==> config.mk <==
export PLATFORM = sky130hd
export DESIGN_NAME = btn_mode_select
export DESIGN_NICKNAME = d
export VERILOG_FILES = /design/src/rtl/types_pkg.sv /design/src/rtl/btn_debounce.sv /design/src/rtl/btn_mode_select.sv
export SDC_FILE = /design/constraint.sdc
export NUM_CORES = 1
export LEC_CHECK = 0
export BUFFER_PORTS_ARGS = -buffer_cell sky130_fd_sc_hd__buf_2
export CORE_MARGIN = 8
export CORE_UTILIZATION = 55
export CTS_CLUSTER_SIZE = 10
export DETAILED_ROUTE_END_ITERATION = 6
export GPL_ROUTABILITY_DRIVEN = 0
export PLACE_DENSITY_LB_ADDON = 0.25
export SLEW_MARGIN = 5
export SYNTH_ARGS = -nofsm -noshare
export SYNTH_HDL_FRONTEND = slang
export SYNTH_SLANG_ARGS = --single-unit
==> constraint.sdc <==
create_clock -name clk -period 3.4 [get_ports clk]
set_clock_uncertainty 0.15 [all_clocks]
set_input_delay 0.68 -clock clk [delete_from_list [all_inputs] [get_ports clk]]
set_output_delay 0.68 -clock clk [all_outputs]
set_load 0.1 [all_outputs]
==> src/rtl/types_pkg.sv <==
// -----------------------------------------------------------------------------
// types_pkg
// Shared types for the operation-select path.
//   opr_mode_t      : operation mode consumed by select_action's SELECTOR input
//   BTN_C .. BTN_R  : bit positions of each button inside the 5-bit btn_db bus
// -----------------------------------------------------------------------------
package types_pkg;

    typedef enum logic [2:0] {
        RESET        = 3'd0,
        ADD          = 3'd1,
        SUB          = 3'd2,
        MUL          = 3'd3,
        LEADING_ONES = 3'd4,
        COUNT_ONES   = 3'd5
    } opr_mode_t;

    // btn_db bit order is {C,U,D,L,R}, MSB = C.
    localparam int BTN_C = 4;
    localparam int BTN_U = 3;
    localparam int BTN_D = 2;
    localparam int BTN_L = 1;
    localparam int BTN_R = 0;

endpackage

==> src/rtl/btn_debounce.sv <==
// -----------------------------------------------------------------------------
// btn_debounce
// Synchronizes one raw, asynchronous push-button and debounces it.
// Ports:
//   clk   in   clock, rising edge
//   rst   in   asynchronous, active-high reset
//   raw   in   raw button level (asynchronous to clk)
//   level out  debounced level
// The debounced level flips only after the synchronized level has differed
// from it on DEBOUNCE_CYCLES consecutive edges; any agreeing edge clears the
// run, so short glitches are rejected.
// -----------------------------------------------------------------------------
module btn_debounce #(
    parameter int DEBOUNCE_CYCLES = 16,
    parameter int SYNC_STAGES     = 2
) (
    input  logic clk,
    input  logic rst,
    input  logic raw,
    output logic level
);

    localparam int CNT_W = $clog2(DEBOUNCE_CYCLES + 1);
    localparam logic [CNT_W-1:0] CNT_LAST = CNT_W'(DEBOUNCE_CYCLES - 1);

    logic [SYNC_STAGES-1:0] sync;
    logic [CNT_W-1:0]       cnt;
    logic                   synced;

    assign synced = sync[SYNC_STAGES-1];

    // NOTE: sequential state uses non-blocking assignments so every flop
    // samples the pre-edge value of its neighbours (essential in the chain).
    always_ff @(posedge clk or posedge rst) begin
        if (rst) begin
            sync  <= '0;
            cnt   <= '0;
            level <= 1'b0;
        end else begin
            sync <= {sync[SYNC_STAGES-2:0], raw};
            if (synced == level) begin
                cnt <= '0;
            end else if (cnt == CNT_LAST) begin
                level <= synced;
                cnt   <= '0;
            end else begin
                cnt <= cnt + 1'b1;
            end
        end
    end

endmodule

==> src/rtl/btn_mode_select.sv <==
// -----------------------------------------------------------------------------
// btn_mode_select
// Turns five board push-buttons into a latched operation mode.
// Ports:
//   clk        in   clock, rising edge
//   rst        in   asynchronous, active-high reset
//   btnc..btnr in   raw buttons (centre, up, down, left, right), active-high
//   selector   out  latched opr_mode_t; holds between presses
//   mode_valid out  one-cycle pulse in the cycle selector took a press value
//   btn_db     out  debounced levels {C,U,D,L,R}
// A press is a rising edge of a debounced level. Simultaneous presses resolve
// with priority C > U > D > L > R. Releases never change selector.
// -----------------------------------------------------------------------------
module btn_mode_select
    import types_pkg::*;
#(
    parameter int DEBOUNCE_CYCLES = 16,
    parameter int SYNC_STAGES     = 2
) (
    input  logic       clk,
    input  logic       rst,
    input  logic       btnc,
    input  logic       btnu,
    input  logic       btnd,
    input  logic       btnl,
    input  logic       btnr,
    output opr_mode_t  selector,
    output logic       mode_valid,
    output logic [4:0] btn_db
);

    logic [4:0] raw;
    logic [4:0] db_prev;
    logic [4:0] press;
    logic       press_any;
    opr_mode_t  next_mode;

    assign raw = {btnc, btnu, btnd, btnl, btnr};

    for (genvar i = 0; i < 5; i++) begin : g_btn
        btn_debounce #(
            .DEBOUNCE_CYCLES (DEBOUNCE_CYCLES),
            .SYNC_STAGES     (SYNC_STAGES)
        ) u_btn_debounce (
            .clk   (clk),
            .rst   (rst),
            .raw   (raw[i]),
            .level (btn_db[i])
        );
    end

    // Only 0->1 transitions of a debounced level count as presses.
    assign press     = btn_db & ~db_prev;
    assign press_any = |press;

    // NOTE: next_mode gets a default before the if-chain so no path leaves it
    // unassigned, which would otherwise infer a latch.
    always_comb begin
        next_mode = RESET;
        if      (press[BTN_C]) next_mode = MUL;
        else if (press[BTN_U]) next_mode = LEADING_ONES;
        else if (press[BTN_D]) next_mode = COUNT_ONES;
        else if (press[BTN_L]) next_mode = ADD;
        else if (press[BTN_R]) next_mode = SUB;
    end

    always_ff @(posedge clk or posedge rst) begin
        if (rst) begin
            db_prev    <= '0;
            selector   <= RESET;
            mode_valid <= 1'b0;
        end else begin
            db_prev    <= btn_db;
            mode_valid <= press_any;
            if (press_any) begin
                selector <= next_mode;
            end
        end
    end

endmodule

# Word-level counts from Yosys, hierarchy flattened
# Index checks and enable logic that the tools add are counted.
[totals]
output_inout_bits = 9
ff_bits = 49
input_bits = 7
[classes]
reduce_logical = 6
eq_ne = 10
addsub = 5
bitwise_logic = 7
n_mux = 15
[op_table]
columns = ["cell", "n"]
rows = [
  ["5-bit two-way mux", 10],
  ["5-bit by 1-bit adder with 5-bit output, second input constant", 5],
  ["5-bit by 4-bit == test with 1-bit output, second input constant", 5],
  ["2-bit AND reduction", 5],
  ["3-bit two-way mux", 3],
  ["5-bit AND", 1],
  ["1-bit == test", 5],
  ["1-bit NOT", 5],
  ["5-bit NOT", 1],
  ["5-bit OR reduction", 1],
  ["2-bit two-way mux", 2],
]

# Logic depth before layout (Yosys ltp)
[logic_depth]
word_depth = 7
mapped_depth = 4
mapped_depth_nobuf = 4

# Cells and area by module
# A second synthesis with hierarchy kept.
[hier_totals]
cells_unflattened = 143
area_unflattened_um2 = 1906.8
[by_module_without_submodules]
columns = ["module", "cells_per_inst", "seq_area_each_um2", "instances", "area_per_inst_um2"]
rows = [
  ["btn_debounce", 24, 200.2, 5, 315.3],
  ["btn_mode_select", 23, 225.2, 1, 330.3],
]

# Least setup slack after synthesis
# Ideal clock, no wire load.
[synth_path]
kind = "register to output"
from = "reg selector[0]"
to = "out selector[0]"
required_time_ps = 2570
stages_incl_launch_ff = 1
n_path_buf = 0
arrival_ps = 898
slack_ps = 1672
path_cell_list = "dfrtp_1"
[synth_lines]
columns = ["element", "line_no", "source"]
rows = [
  ["start: declaration", "btn_mode_select.sv:27", "output opr_mode_t selector,"],
  ["start signal: assignment", "btn_mode_select.sv:76", "selector <= next_mode;"],
]
# No word-level cell between the ends.

# Final worst setup path
[layout_path]
from = "reg g_btn[1].u_btn_debounce.level"
to = "out btn_db[1]"
[layout_lines]
columns = ["element", "line_no", "source"]
rows = [
  ["start: declaration", "btn_debounce.sv:20", "output logic level"],
  ["start signal: assignment", "btn_debounce.sv:44", "level <= synced;"],
  ["end: declaration", "btn_mode_select.sv:29", "output logic [4:0] btn_db"],
]
# No word-level cell between the ends.

==> summary.md <==
| Metric | Value |
|---|---|
| Vias/cell | 4.91 |
| Post-synth cell types | 21 |
| Cell area after synthesis | 1850 um^2 |
| Routed wl met2 | 1330 um |
| Overall die area | 5460 um^2 |
| Drt initial violations | 47 |
| Ports | 16 |
| Worst rel slew slack | 35.9% |
| Storage cell area | 1230 um^2 |
| Final Critical Period | 2.14 ns |
| Clock transition at the registers of the reported paths | 0.13 ns |
| Setup TNS | 0 ns |
| Root Buffer | clkbuf_4 |
| CP delay by family, top | flip-flops |
| Startpoint types | register |
| Fillers | 294 |
| Largest net degree at the start of global routing | 50 |
| Hpwl dp | 1990 um |
| Peak Freq | 467 MHz |
| GR Util All Layers | 12.0% |
| Reg2Reg Depth | 4 |
| Cells after DPL | 200 |
| Layout Area Growth over Synthesis | 9.97% |
| Crit Path Category | reg2out |
| CP endpoint kind | primary output |
| Mapped Avg Cell Area | 12.8 um^2 |
| Clk buf depth | 2 |
| Number of synthesized register bits | 49 |
| Dpl cell area | 1940 um^2 |
| Reg2reg setup slack | 1.93 ns |
| Fraction of final layout cells sized beyond drive strength 1 | 16.0% |
| RR Endpoint | g_btn[1].u_btn_debounce.level |
| Synth warnings | 0 |
| Hold Violations, Final | 0 |
| Post-synthesis sequential area ratio | 66.4% |
| Worst hold endpoint | g_btn[0].u_btn_debounce.sync[1] |
| Post-DRT Antenna Nets | 0 |
| Reg-to-Reg Start | g_btn[1].u_btn_debounce.cnt[0] |
| Power per cell area | 510 nW/um^2 |
| TritonCTS clock tree | done |
| Min Hold Slack | 0.215 ns |
| CP required | 2.57 ns |
| CTS Hold Bufs | 0 |
| Syn Inst Count | 144 |
| First-pass GRT wire length | 4890 um |
| Slowest-stage cell, CP | dfrtp_1 |
| Initial Util | 56.2% |
| Via count | 1021 |
| Post-CTS setup buffer count | 0 |
| Finished Cell Area | 2030 um^2 |
| Port buffer count | 15 |
| Remaining DRCs | 0 |
| CTS buffer count | 5 |
| Chip Width | 73.9 um |
| Clock latency on the worst-skew pair | 0.36 ns |
| Drt total wl | 2770 um |
| Crit share post-route | 62.9% |
| Core Rows | 21 |
| Drt pass-1 iters | 4 |
| Pleak | 1.10 nW |
| Arr. time, crit path | 1.31 ns |
| WHS Path Cells | 0 |
| Antenna violations before repair | 0 |
| Syn_nets | 156 |
| RSZ-0062 raised after global routing | no |
| CTS Sinks | 49 |
| Core area | 3280 um^2 |
| Max incr delay on CP | 0.48 ns |
| Max rail drop VDD | 306 uV |
| Nets | 173 |
| Status | completed |
| Pwr Total | 1.04 mW |
| Finished Layout Cells | 208 |
| Max-Cap Viols | 0 |
| Most frequent cells in the layout | 49 x dfrtp_1, 18 x nor2_1, 15 x xor2_1, 15 x buf_2, 10 x nand3_1 |
| Chip height | 73.9 um |
| Max Fanout on Critical Path | 7 |
| Met3 wire length | 122 um |
| Max-slew violation total from the final report | 0 |
| Area of the multi-input gates | 559 um^2 |
| Grt ovf | 0 |
| Max H-tree Level | 2 |
| Top Metal Used | met4 |
| Worst Tran Pin Value | 0.960 ns |
| Post-CTS Resized | 0 |
| Ant. Diodes | 0 |
| Setup Viol. Count Final | 0 |
| Cell breakdown of the critical path | buf_2 |
| Vias in the first global route | 1138 |
| Worst hold path type | reg2reg |
| WL per Instance | 13.3 um |
| Hold Startpoint | g_btn[0].u_btn_debounce.sync[0] |
| Commonest non-fill, non-tap cell in the layout | dfrtp_1 |
| CP Buf/Inv Count | 1 |
| WL met1 | 1290 um |
==> flip-flops by register name (all words and copies together) (netlist names) <==
signal	cells
g_btn.u_btn_debounce.cnt	25
g_btn.u_btn_debounce.sync	10
db_prev	5
g_btn.u_btn_debounce.level	5
selector	3
mode_valid	1
==> logic make-up after synthesis <==
| kind of cell | after synthesis | share of synthesized area [%] |
|---|---|---|
| AO/OA/AOI/OAI | 11 | 3.66 |
| XOR/XNOR | 15 | 7.12 |
| adder cells (fa/ha/maj) | 5 | 3.39 |
| buffers and inverters | 11 | 3.25 |
| flip-flops | 49 | 66.4 |
| multiplexers | 5 | 3.05 |
| AND/OR/NAND/NOR | 48 | 13.1 |
==> through the flow <==
stage,setup WS [ns],utilization (%)
detailed placement,1.66,59.1
floorplan,1.40,-
global route,1.19,61.8
global placement,1.69,59.1
CTS,1.26,61.8
finish,1.26,61.8
==> power breakdown <==
group / total [mW] / internal, mW / switching, mW
clock: 0.350 / 0.175 / 0.176
combinational: 0.0654 / 0.0206 / 0.0448
sequential: 0.620 / 0.605 / 0.0150
==> Yosys cell counts <==
| cell type | instances | area, um^2 |
|---|---|---|
| and2b_1 | 1 | 7.51 |
| mux2_2 | 2 | 22.5 |
| nand3_1 | 10 | 50.1 |
| buf_4 | 5 | 37.5 |
| dfrtp_1 | 49 | 1230 |
| nand2b_1 | 4 | 25.0 |
| ha_1 | 5 | 62.6 |
| a21oi_1 | 2 | 10.0 |
| nor2_1 | 18 | 67.6 |
| mux2_1 | 3 | 33.8 |
| inv_1 | 6 | 22.5 |
| a221oi_1 | 1 | 8.76 |
| nand2_1 | 1 | 3.75 |
| a32o_1 | 1 | 10.0 |
| a311oi_1 | 1 | 8.76 |
| and3_1 | 5 | 31.3 |
| o21ai_1 | 6 | 30.0 |
| and2_1 | 7 | 43.8 |
| nor2b_1 | 1 | 6.26 |
| xor2_1 | 15 | 131 |
| nand4_1 | 1 | 6.26 |
==> layout make-up <==
| type | count | share of cell area, % |
|---|---|---|
| sequential | 49 | 60.4 |
| multi-input combinational | 84 | 27.6 |
| timing repair buffer | 15 | 3.70 |
| tap | 46 | 2.84 |
| clock buffer | 6 | 2.53 |
| clock inverter | 2 | 1.85 |
| inverter | 6 | 1.11 |
==> per-layer routing <==
layer | vias to the layer above | track usage [%]
met5 | - | 0
met4 | 0 | 4.88
met3 | 4 | 5.87
met2 | 16 | 18.7
met1 | 495 | 13.7
li1 | 506 | -
==> worst max path at each step <==
stage,startpoint,to,cells past startpoint
2_1_floorplan,rst,db_prev[0],1
3_3_place_gp,rst,g_btn[4].u_btn_debounce.cnt[0],2
3_5_place_dp,g_btn[4].u_btn_debounce.level,btn_db[4],1
4_1_cts,g_btn[1].u_btn_debounce.level,btn_db[1],1
5_1_grt,g_btn[4].u_btn_debounce.level,btn_db[4],1
6_report,g_btn[1].u_btn_debounce.level,btn_db[1],1
Note: power is estimated with default switching activity, not from simulation.
